File: src/rtl/sram_resp_16x4.sv
// Responder for the 16x4 SRAM access protocol, with a clear sweep on reset and on request.
// Define SRAM_RESP_PARITY_EN to store a parity bit per entry and flag mismatches on reads.
module sram_resp_16x4 #(
    parameter int unsigned DW = 4,
    parameter int unsigned AW = 4
) (
    input  logic          clk,
    input  logic          rst,
    input  logic          req_valid,
    output logic          req_ready,
    input  logic          req_wr,
    input  logic [AW-1:0] req_addr,
    input  logic [DW-1:0] req_data,
    output logic          rd_valid,
    output logic [DW-1:0] rd_data,
    input  logic          clr_req,
    output logic          busy,
`ifdef SRAM_RESP_PARITY_EN
    input  logic          err_inject,
`endif
    output logic          par_err
);

    localparam int unsigned DEPTH = 2 ** AW;
`ifdef SRAM_RESP_PARITY_EN
    localparam int unsigned EW = DW + 1;
`else
    localparam int unsigned EW = DW;
`endif

    typedef enum logic {
        StClear,
        StIdle
    } state_t;

    state_t        state;
    logic [AW-1:0] clr_ptr;
    logic [EW-1:0] mem [DEPTH];
    logic [EW-1:0] wr_word;
    logic [EW-1:0] rd_word;
    logic          rd_hs;
    logic          wr_hs;

    assign req_ready = (state == StIdle) && !clr_req;
    assign busy      = (state == StClear);
    assign rd_hs     = req_valid && req_ready && !req_wr;
    assign wr_hs     = req_valid && req_ready && req_wr;
    assign rd_word   = mem[req_addr];

`ifdef SRAM_RESP_PARITY_EN
    assign wr_word = {(^req_data) ^ err_inject, req_data};
`else
    assign wr_word = req_data;
`endif

    always_ff @(posedge clk) begin
        if (!rst) begin
            if (state == StClear) begin
                mem[clr_ptr] <= '0;
            end else if (wr_hs) begin
                mem[req_addr] <= wr_word;
            end
        end
    end

    always_ff @(posedge clk) begin
        if (rst) begin
            state    <= StClear;
            clr_ptr  <= '0;
            rd_valid <= 1'b0;
            rd_data  <= '0;
        end else begin
            rd_valid <= rd_hs;
            if (rd_hs) begin
                rd_data <= rd_word[DW-1:0];
            end
            unique case (state)
                StClear: begin
                    clr_ptr <= clr_ptr + 1'b1;
                    if (clr_ptr == AW'(DEPTH - 1)) begin
                        state <= StIdle;
                    end
                end
                StIdle: begin
                    if (clr_req) begin
                        state   <= StClear;
                        clr_ptr <= '0;
                    end
                end
                default: state <= StClear;
            endcase
        end
    end

`ifdef SRAM_RESP_PARITY_EN
    always_ff @(posedge clk) begin
        if (rst) begin
            par_err <= 1'b0;
        end else begin
            par_err <= rd_hs && (rd_word[DW] != (^rd_word[DW-1:0]));
        end
    end
`else
    assign par_err = 1'b0;
`endif

endmodule

File: config.mk
export PLATFORM = sky130hd
export DESIGN_NAME = sram_resp_16x4
export DESIGN_NICKNAME = d
export VERILOG_FILES = /design/src/rtl/sram_resp_16x4.sv
export SDC_FILE = /design/constraint.sdc
export NUM_CORES = 1
export LEC_CHECK = 0
export ABC_AREA = 0
export CORE_UTILIZATION = 25
export DETAILED_ROUTE_END_ITERATION = 6
export GPL_TIMING_DRIVEN = 0
export PLACE_DENSITY_LB_ADDON = 0.25
export SETUP_SLACK_MARGIN = 0.1
export SKIP_CTS_REPAIR_TIMING = 1
export SLEW_MARGIN = 20
export SYNTH_ARGS = -nofsm -noshare
export SYNTH_HDL_FRONTEND = slang
export SYNTH_SLANG_ARGS = --single-unit
File: constraint.sdc
create_clock -name clk -period 4.8 [get_ports clk]
set_clock_uncertainty 0.2 [all_clocks]
set_input_delay 0.48 -clock clk [delete_from_list [all_inputs] [get_ports clk]]
set_output_delay 0.48 -clock clk [all_outputs]
set_load 0.02 [all_outputs]
# --- Word level (Yosys, flattened, before mapping) ---
# Memories as Yosys holds them, arrays and structs flattened. A register that Yosys moved wholly into a read port is not among the register bits.
# Index checks and enable logic that the tools add are counted.
classes:
  n_addsub: 1
  eq_ne: 2
  mux: 15
  bitwise_logic: 1
  reduce_logical: 7
ops:
  columns: ["operator", "count"]
  rows:
  - ["4-bit 2-to-1 mux", 3]
  - ["1-bit 2-to-1 mux", 10]
  - ["4-bit one-hot mux with 2 select lines", 1]
  - ["4-bit by 1-bit adder with 4-bit output (second input constant)", 1]
  - ["4-bit == test (second input constant)", 1]
  - ["1-bit logical AND", 4]
  - ["4-bit OR reduction", 1]
  - ["1-bit logical NOT", 2]
  - ["2-bit != test (second input constant)", 1]
  - ["1-bit one-hot mux with 2 select lines", 1]
  - ["1-bit inverter", 1]
word_totals:
  reg_bits: 6
  ramBits: 64
  input_bits: 13
  output_inout_bits: 8
  n_memories: 1
memory_table:
  columns: ["name", "depth", "width", "rd", "rd_clocked_by_memory_dff", "write_ports", "line_no", "source"]
  rows:
  - ["mem", 16, 4, 1, 1, 1, "38", "logic [EW-1:0] mem [DEPTH];"]

# --- Depth between registers and ports, before layout ---
# Gate-level depths: netlist of the first run.
logic_depth:
  word_depth: 10
  mapped_depth: 6
  ltp_nobuf: 4

# --- Worst setup path before layout of the first run ---
# Ideal clock, no wire load.
synth_path:
  path_kind: "input port to flip-flop"
  startpoint: "input rst"
  endpoint: "memory mem[11][0] (netlist bit) (enable)"
  t_arrival_ps: 1699
  t_required_ps: 4271
  path_slack_ps: 2572
  path_stages: 5
  n_path_buf: 1
  cell_sequence: "buf_2 -> nand4bb_1 -> nor2_1 -> mux2_2 -> nor2_1"
synth_between:
  elab_chain_len: 4
synth_rtl:
  columns: ["item", "line_no", "source"]
  rows:
  - ["from (decl)", "8", "input logic rst,"]
  - ["1-bit 2-to-1 mux", "57", "if (!rst) begin"]
  - ["1-bit 2-to-1 mux (not written as such)", "61", "mem[req_addr] <= wr_word;"]
  - ["4-bit OR reduction (no line)", null, null]
  - ["4-bit 2-to-1 mux (no line) / 1-bit 2-to-1 mux (equally long branches)", null, null]
  - ["to (decl)", "38", null]
# Several ways; a longest one is shown, not always the timed one.

# --- Worst setup path after layout of the first run ---
layout_path:
  startpoint: "input clr_req"
  endpoint: "output req_ready"
layout_between:
  elab_chain_len: 2
layout_rtl:
  columns: ["item", "line_no", "source"]
  rows:
  - ["from (decl)", "16", "input logic clr_req,"]
  - ["1-bit logical NOT", "44", "assign req_ready = (state == StIdle) && !clr_req;"]
  - ["1-bit logical AND", "44", null]
  - ["to (decl)", "10", "output logic req_ready,"]
# No other way between the ends.

==> reports/metrics.yaml, run 1 <==
synth_top_area_share_pct: 63.03
hold-path-cell-count: 2
drc: 0
dominantRegCellSynth: "edfxtp_1"
ys_types: 30
fmax_mhz: 387.5
rows: 39
cts_tree: "done"
cp_common_cell: "clkdlybuf4s50_1"
avgRoutedWirePerCell_um: 15.90
final_core_util_pct: 31.67
yosysTopAreaCell: "edfxtp_1"
worstPathMaxFanout: 6
syn-num-nets: 205
grt_overflow: 0
fin_setup_tns_ns: 0
core_mm2: 0.01166
tightestPinTransition_ns: 0.6485
outcome: "finished, final reports clean"
grt_pass1_vias: 1612
synth-edff-count: 64
fill_cells: 1145
instances_no_fill: 364
postRouteAntennaNets: 0
place_inst: 349
setup.worst_path.end_class: "primary output"
hold_viol_final: 0
crit_buf_inv: 3
cts_inserted_buffers: 9
cts_root_buf: "clkbuf_16"
cp_top_family: "buffers and inverters"
setup_viol: 0
nets: 231
r2r_start: "state$_SDFF_PP0_"
fin_crit_ns: 2.581
die_area_mm2: 0.01264
critical_path_class: "input port to primary output"
hold_path.startpoint: "rst"
drt_iter0_drc: 94
grt_pass1_wl_um: 8963
hpwl_um: 4141
n_antenna_cell: 0
antenna_found_initial: 0
clk_pin_slew_ns: 0.05
grt_setup_unrepaired: "no"
fin_crit_sh_pct: 53.76
syn_inst: 191
clk_latency_ns: 0.32
grt_max_degree: 17
rrSetupSlack_ns: 2.45
vias: 1603
rr_worst_depth: 5
stdcell_area_mm2: 0.003694
start_util_pct: 26.15
port_buffers: 15
cap_violations: 0
async_flop_share_pct: 0
relSlewSlack_pct: 56.37
syn_to_final_growth_pct: 21.13
drt_first_pass_iters: 5
cts.sinks: 74
worstPathRequired_ns: 4.12
power_density_mw_per_mm2: 395.4
r2r-end: "mem[1][0]$_DFFE_PP_"
syn_avg_cell_area_um2: 15.96
netlist_area_mm2: 0.003049
via_per_inst: 4.404
hold_path_class: "input port to flop"
yosysSeqAreaShare_pct: 69.59
gp_congestion: 0.7524
worstPathCellList: "clkdlybuf4s50_1 > nand2b_1 > inv_1 > clkdlybuf4s50_1"
crit_path_max_incr_delay_ns: 0.61
place_area_mm2: 0.003378
die_w_um: 112.4
die_h_um: 112.4
leakagePower_nw: 1.347
drv_slew: 0
worst_path_max_delay_cell: "clkdlybuf4s50_1"
hold_end: "state$_SDFF_PP0_"
grt_usage_pct: 9.796
worstPathArrival_ns: 1.90
max-vdd-ir-drop_v: 0.0001715
ys_warn_count: 0
cp-start-kind: "input port"
cts_max_path_buffers: 2
drive_gt1_share_pct: 17.19
yosys_register_bits: 74
ios: 21
routed_wl_um: 5789
htreeDepth: 3
synth_area_leaders: "edfxtp_1, mux4_2, dfxtp_1"
[logic make-up (layout without fill, tap and decap cells)]
group / count (synthesis) / in the layout / share of synthesized area [%]
multiplexers: 20 / 20 / 13.17
buffers and inverters: 14 / 44 / 2.339
adder cells (fa/ha/maj): 1 / 1 / 0.4103
other: 1 / 1 / 0.1230
AND/OR/NAND/NOR: 57 / 57 / 8.740
flip-flops: 74 / 74 / 69.59
AO/OA/AOI/OAI: 24 / 24 / 5.621
[cell usage in the layout (no fill, tap or decap), types with 2 or more instances in the layout]
| cell type | n |
|---|---|
| a211o_1 | 4 |
| a21oi_1 | 7 |
| a22o_1 | 4 |
| a31oi_1 | 2 |
| a32oi_1 | 4 |
| and2_1 | 4 |
| buf_2 | 3 |
| buf_4 | 2 |
| bufinv_16 | 2 |
| clkbuf_1 | 2 |
| clkbuf_16 | 9 |
| clkdlybuf4s50_1 | 15 |
| dfxtp_1 | 10 |
| edfxtp_1 | 64 |
| inv_1 | 6 |
| mux2i_1 | 3 |
| mux4_2 | 16 |
| nand2_1 | 13 |
| nand3_1 | 2 |
| nor2_1 | 25 |
| nor2b_1 | 6 |
| nor4_1 | 2 |
| o21ai_0 | 2 |
[worst max path at each step]
stage / from / end / depth (start not counted)
after floorplan: rst / mem[11][0]$_DFFE_PP_ / 5
after global placement: clr_req / mem[1][1]$_DFFE_PP_ / 6
after detailed placement: clr_req / mem[1][1]$_DFFE_PP_ / 6
after CTS: clr_req / req_ready / 4
after global routing: clr_req / mem[1][0]$_DFFE_PP_ / 6
final: clr_req / req_ready / 4
[synthesized netlist by cell type, types with 2 or more instances]
cell	n
dfxtp_1	10
edfxtp_1	64
buf_4	2
o21ai_0	2
nand2_1	13
a22o_1	4
a21oi_1	7
mux2i_1	3
a211o_1	4
clkbuf_1	2
mux4_2	16
and2_1	4
nor2b_1	6
nor2_1	25
inv_1	6
buf_2	3
nand3_1	2
a32oi_1	4
nor4_1	2
a31oi_1	2
[layer usage]
layer  vias to the layer above  global-route usage (%)  share of wire [%]
li1                        793                       -                  -
met1                       778                   11.55                 47
met2                        28                   16.36                 48
met3                         4                   3.402                4.5
met4                         0                   4.000                1.1
met5                         -                       0                  0
[power by group]
part           leakage, nW  internal, mW  total (mW)  switching, mW
combinational        0.400        0.0248      0.0566         0.0318
clock                0.152         0.454       0.702          0.249
sequential           0.795         0.697       0.701        0.00485
[sequential cells by signal, summed over array words and instances, names as in the netlist]
name / flops
clr_ptr: 4
rd_data: 4
state: 1
mem: 64
rd_valid: 1
[final cells by class]
cell class	instances	area [µm²]	area share, %
Tap cell	143	178.9	4.844
Clock inverter	6	90.09	2.439
Sequential cell	74	2122	57.45
Clock buffer	9	225.2	6.098
Timing Repair Buffer	15	150.1	4.065
Multi-Input combinational cell	103	855.8	23.17
Buffer	8	48.80	1.321
Inverter	6	22.52	0.6098
[metrics by stage]
stage / hold slack [ns] / power [mW] / setup slack, ns
2_1_floorplan: 0.2974 / 0.7515 / 2.572
3_3_place_gp: 0.2548 / 0.7718 / 1.910
3_5_place_dp: 0.2533 / 0.7721 / 1.883
4_1_cts: 0.2522 / 1.477 / 2.215
5_1_grt: 0.2649 / 1.509 / 2.052
6_report: 0.2528 / 1.460 / 2.219
[worst reg2reg max path, stage by stage, from the launching register on]
cell	delay, ns
dfxtp_1	0.45
nand4bb_1	0.22
nor2_1	0.29
buf_4	0.24
mux2i_1	0.46
nor2_1	0.22
Note: power is estimated with default switching activity, not from simulation.
==> run 2: changes to the inputs <==
==> constraint.sdc (replaced) <==
create_clock -name clk -period 2.3 [get_ports clk]
set_clock_uncertainty 0.2 [all_clocks]
set_input_delay 0.23 -clock clk [delete_from_list [all_inputs] [get_ports clk]]
set_output_delay 0.23 -clock clk [all_outputs]
set_load 0.02 [all_outputs]
==> run 2 against run 1 <==
Largest power group unchanged. Combinational power up 130%. Final cell count unchanged. The flow now finishes with violations (negative hold slack). Sequential power up 110%. Critical endpoint is now mem[1][0]$_DFFE_PP_.
==> reports/metrics.yaml, run 2 (synthesis results as in run 1) <==
outcome: "finished with violations"
violations: "negative hold slack"
cts.sinks: 74  # unchanged
core_mm2: 0.01166  # unchanged
total_power_mw: 3.064  # +110%
hold_ws_ns: -0.004331  # -0.2571 ns
grt_setup_unrepaired: "no"
fin_setup_tns_ns: 0  # unchanged
start_util_pct: 26.15  # unchanged
drt_first_pass_iters: 4  # -1
instances_no_fill: 364  # unchanged
relSlewSlack_pct: 55.42  # -0.94 points
top_register: "mem"
max-vdd-ir-drop_v: 0.0003580  # +110%
fin_crit_ns: 2.128
postRouteAntennaNets: 0  # unchanged
crit_buf_inv: 2  # -1
n_antenna_cell: 0  # unchanged
power_density_mw_per_mm2: 808.3  # +100%
grt_pass1_wl_um: 8963  # unchanged
grt_pass1_vias: 1612  # unchanged
final_core_util_pct: 32.51  # +0.84 points
antenna_found_initial: 0  # unchanged
port_buffers: 15  # unchanged
cp_top_family: "buffers and inverters"
final_cell_mix: "edfxtp_1, nor2_2, mux4_2"
setup.worst_path.end_class: "flop"
clk_latency_ns: 0.32  # about the same
gp_congestion: 0.7524  # unchanged
drv_slew: 0  # unchanged
clk_pin_slew_ns: 0.06  # about the same
cp-start-kind: "input port"
place_area_mm2: 0.003378  # unchanged
worst_path_max_delay_cell: "clkdlybuf4s50_1"
critical_path_class: "input port to flop"
final_common_cell: "edfxtp_1"
grt_overflow: 0  # unchanged
ios: 21  # unchanged
worstPathArrival_ns: 1.93  # +0.03 ns
critPathCapture: "mem[1][0]$_DFFE_PP_"
fin_crit_sh_pct: 92.52
worst-path-stages: 6  # +2
r2r-end: "mem[1][0]$_DFFE_PP_"
hold_path_class: "input port to flop"
cts_max_path_buffers: 2  # unchanged
avgRoutedWirePerCell_um: 15.97  # +0.40%
setup_viol: 0  # unchanged
htreeDepth: 3  # unchanged
crit_start: "req_valid"
drt_iter0_drc: 109  # +16%
largest_reg_flops: 64  # unchanged
grt_usage_pct: 9.796  # unchanged
place_inst: 349  # unchanged
die_area_mm2: 0.01264  # unchanged
via_per_inst: 4.412  # +0.19%
vias: 1606  # +0.19%
drive_gt1_share_pct: 27.15  # +10 points
rr_worst_depth: 5  # unchanged
fmax_mhz: 469.9
leakagePower_nw: 1.358  # +0.85%
die_h_um: 112.4  # unchanged
worstPathRequired_ns: 2.11  # -2.01 ns
syn_to_final_growth_pct: 24.33
cts_root_buf: "clkbuf_16"
crit_path_max_incr_delay_ns: 0.56  # -0.05 ns
rrSetupSlack_ns: 0.23  # -2.22 ns
r2r_start: "state$_SDFF_PP0_"
worstPathCellList: "clkdlybuf4s50_1 > nand4bb_4 > nor2_4 > buf_4 > a32oi_1 > nor2_2"
grt_max_degree: 17  # unchanged
hold_viol_final: 1  # +1
cap_violations: 0  # unchanged
hpwl_um: 4141  # unchanged
drc: 0  # unchanged
die_w_um: 112.4  # unchanged
reg_top3: "mem (64), clr_ptr (4), rd_data (4)"
rows: 39  # unchanged
nets: 231  # unchanged
worstPathMaxFanout: 10  # +4
cts_inserted_buffers: 9  # unchanged
hold_path.startpoint: "rst"
cts_tree: "done"
tightestPinTransition_ns: 0.6500  # +0.001491 ns
routed_wl_um: 5812  # +0.40%
stdcell_area_mm2: 0.003791  # +2.6%
==> run 2: metrics by stage <==
step / setup slack (ns) / hold WS (ns)
after floorplan: 0.3218 / 0.1024
after global placement: -0.3396 / 0.2548
after detailed placement: -0.3668 / 0.2533
after CTS: -0.06023 / 0.002152
after global routing: 0.09456 / 0.01815
final: 0.1720 / -0.004331
==> run 2: area by class of cell <==
type,instances,area [µm²]
flip-flops and latches,74,2123
inverters,6,22.52
clock buffers,9,225.2
clock inverters,6,90.09
plain buffers,8,48.80
fillers,1136,7871
repair buffers,15,150.1
multi-input cells,103,952.2
well taps,143,178.9
==> run 2: how the worst min path moves through the flow <==
stage                                          to  slack (ns)  depth (start not counted)
after floorplan               rd_valid$_SDFF_PP0_        0.10                          1
after global placement    rd_data[2]$_SDFFE_PP0P_        0.25                          1
after detailed placement  rd_data[2]$_SDFFE_PP0P_        0.25                          1
after CTS                        state$_SDFF_PP0_       0.002                          2
after global routing      clr_ptr[0]$_SDFFE_PP0P_        0.02                          2
final                            state$_SDFF_PP0_      -0.004                          2
==> run 2: where the power goes <==
group,internal (mW),switching (mW),leakage [nW]
logic,0.0574,0.0757,0.411
registers,1.45,0.0102,0.796
clock network,0.946,0.521,0.152
total,2.46,0.607,1.36
==> run 2: per-layer routing <==
metal  vias to the layer above  wire length (µm)  share of wire, %  global-route usage, %
met4                         0                87               1.5                  4.000
met1                       773              2686                46                  11.55
met3                         8               279               4.8                  3.402
met2                        33              2760                47                  16.36
li1                        792                 -                 -                      -
met5                         -                 0                 0                      0
==> run 3: changes to the inputs <==
--- a/config.mk
+++ b/config.mk
@@ -8,7 +8,6 @@
 export ABC_AREA = 0
 export CORE_UTILIZATION = 25
 export DETAILED_ROUTE_END_ITERATION = 6
-export GPL_TIMING_DRIVEN = 0
 export PLACE_DENSITY_LB_ADDON = 0.25
 export SETUP_SLACK_MARGIN = 0.1
 export SKIP_CTS_REPAIR_TIMING = 1
==> constraint.sdc (replaced) <==
create_clock -name clk -period 2.1 [get_ports clk]
set_clock_uncertainty 0.2 [all_clocks]
set_input_delay 0.21 -clock clk [delete_from_list [all_inputs] [get_ports clk]]
set_output_delay 0.21 -clock clk [all_outputs]
set_load 0.02 [all_outputs]
==> run 3 against run 2 <==
The run now ends clean. First-iteration DRC count rose by 22%. Non-clock buffer count increased by 16. Wire length grew 8.2%. Register-to-register slack got worse by 0.12 ns. Core utilization up 0.77 points. Clock power shrank 6%. Worst setup slack got worse by 0.10 ns. Combinational power is 20% higher. Via count rose by 9.3%. Sequential power up 9.6%. Sequential share of layout area decreased by 1.3 points. Critical path type unchanged.
==> reports/metrics.yaml, run 3 (synthesis results as in run 1) <==
grt_usage_pct: 10.75  # +0.96 points
outcome: "finished, final reports clean"
via_per_inst: 4.621  # +4.7%
routed_wl_um: 6286  # +8.2%
fmax_mhz: 493.0
htreeDepth: 3  # unchanged
cap_violations: 0  # unchanged
grt_overflow: 0  # unchanged
pre_cts_slack_ns: -0.2375  # +0.1293 ns
clk_pin_slew_ns: 0.06  # about the same
worstPathRequired_ns: 1.88  # -0.23 ns
setup.worst_path.end_class: "flop"
fin_crit_ns: 2.028
drt_iter0_drc: 133  # +22%
drive_gt1_share_pct: 27.00  # -0.15 points
grt_pass1_wl_um: 10030  # +12%
cp-start-kind: "input port"
reg_top3: "mem (64), clr_ptr (4), rd_data (4)"
power_density_mw_per_mm2: 809.4  # +0.15%
crit_start: "clr_req"
drv_slew: 0  # unchanged
vias: 1756  # +9.3%
setup_viol: 0  # unchanged
grt_max_degree: 21  # +4
clk_latency_ns: 0.33  # about the same
dr_wl_met2_um: 2780  # +0.72%
wl_met1_um: 3088  # +15%
place_area_mm2: 0.003550  # +5.1%
n_antenna_cell: 0  # unchanged
avgRoutedWirePerCell_um: 16.54  # +3.6%
critical_path_class: "input port to flop"
nets: 247  # +6.9%
cts_root_buf: "clkbuf_16"
hold_path_class: "flop to flop"
core_mm2: 0.01166  # unchanged
drc: 0  # unchanged
final_cell_mix: "edfxtp_1, nor2_1, clkdlybuf4s50_1"
drt_first_pass_iters: 6  # +2
fin_crit_sh_pct: 96.60
die_h_um: 112.4  # unchanged
worstPathMaxFanout: 4  # -6
cts.sinks: 74  # unchanged
cts_tree: "done"
tightestPinTransition_ns: 0.6146  # -0.03548 ns
gp_congestion: 0.7696  # +2.3%
syn_to_final_growth_pct: 27.29
stdcell_area_mm2: 0.003881  # +2.4%
hold_viol_final: 0  # -1
postRouteAntennaNets: 0  # unchanged
start_util_pct: 26.15  # unchanged
grt_pass1_vias: 1778  # +10%
fin_ws_ns: 0.07150  # -0.1005 ns
die_area_mm2: 0.01264  # unchanged
worstPathArrival_ns: 1.81  # -0.12 ns
grt_setup_unrepaired: "yes"
wl_met3_um: 304  # +9.0%
fin_setup_tns_ns: 0  # unchanged
cts_inserted_buffers: 9  # unchanged
ios: 21  # unchanged
rows: 39  # unchanged
relSlewSlack_pct: 58.65  # +3.2 points
cts_max_path_buffers: 2  # unchanged
antenna_found_initial: 0  # unchanged
hold_path.startpoint: "rd_data[3]$_SDFFE_PP0P_"
largest_reg_flops: 64  # unchanged
total_power_mw: 3.142  # +2.5%
hpwl_um: 4319  # +4.3%
die_w_um: 112.4  # unchanged
top_register: "mem"
final_common_cell: "edfxtp_1"
port_buffers: 19  # +4
r2r_start: "state$_SDFF_PP0_"
top_layer: "met4"
leakagePower_nw: 1.455  # +7.1%
max-vdd-ir-drop_v: 0.0003538  # -1.2%
==> run 3: cell types whose count changed in the layout (fill, tap and decap cells not counted), moves of 3 or more <==
cell    before  now
and2_2       0    3
nor2_1       8   20
nor2_2      16    4
buf_4        2   15
buf_12       0    3
and2_1       4    1
==> run 3: where the power goes <==
| part | internal, mW | switching (mW) | total [mW] |
|---|---|---|---|
| clock network | 0.794 | 0.584 | 1.38 |
| logic | 0.0777 | 0.0813 | 0.159 |
| registers | 1.59 | 0.0126 | 1.60 |
==> run 3: cell type report <==
class                   instances  area, µm²
clock buffers                   9      225.2
clock inverters                 6      42.54
well taps                     143      178.9
multi-input cells             103      904.6
repair buffers                 39      384.1
fillers                      1129       7781
inverters                       6      22.52
flip-flops and latches         74       2123
==> run 3: path summary, 6_finish.rpt <==
| check | endpoint | slack, ns | cells after the start |
|---|---|---|---|
| worst max register to register | mem[5][1]$_DFFE_PP_ | 0.11 | 5 |
| worst max-delay path | mem[5][1]$_DFFE_PP_ | 0.07 | 6 |
| worst min register to register | rd_data[3]$_SDFFE_PP0P_ | 0.28 | 1 |
| worst min-delay path | rd_data[3]$_SDFFE_PP0P_ | 0.28 | 1 |
==> run 3: per-stage QoR <==
stage | cells | utilization [%] | hold WS (ns)
detailed placement | 364 | 30.44 | 0.2654
global placement | 364 | 30.44 | 0.2578
global route | 380 | 33.28 | 0.3109
finish | 380 | 33.28 | 0.2796
CTS | 379 | 32.73 | 0.2823
floorplan | 191 | - | 0.08238
==> run 3: critical path, stage by stage <==
cell	delay [ns]
clkdlybuf4s50_1	0.43
nand4bb_4	0.26
nor2_4	0.15
buf_2	0.17
a32oi_1	0.21
nor2_1	0.38
==> run 3: layer usage <==
| layer | track usage [%] | vias to the layer above |
|---|---|---|
| met1 | 14.34 | 875 |
| li1 | - | 820 |
| met3 | 3.618 | 10 |
| met5 | 0 | - |
| met4 | 4.533 | 0 |
| met2 | 15.98 | 51 |
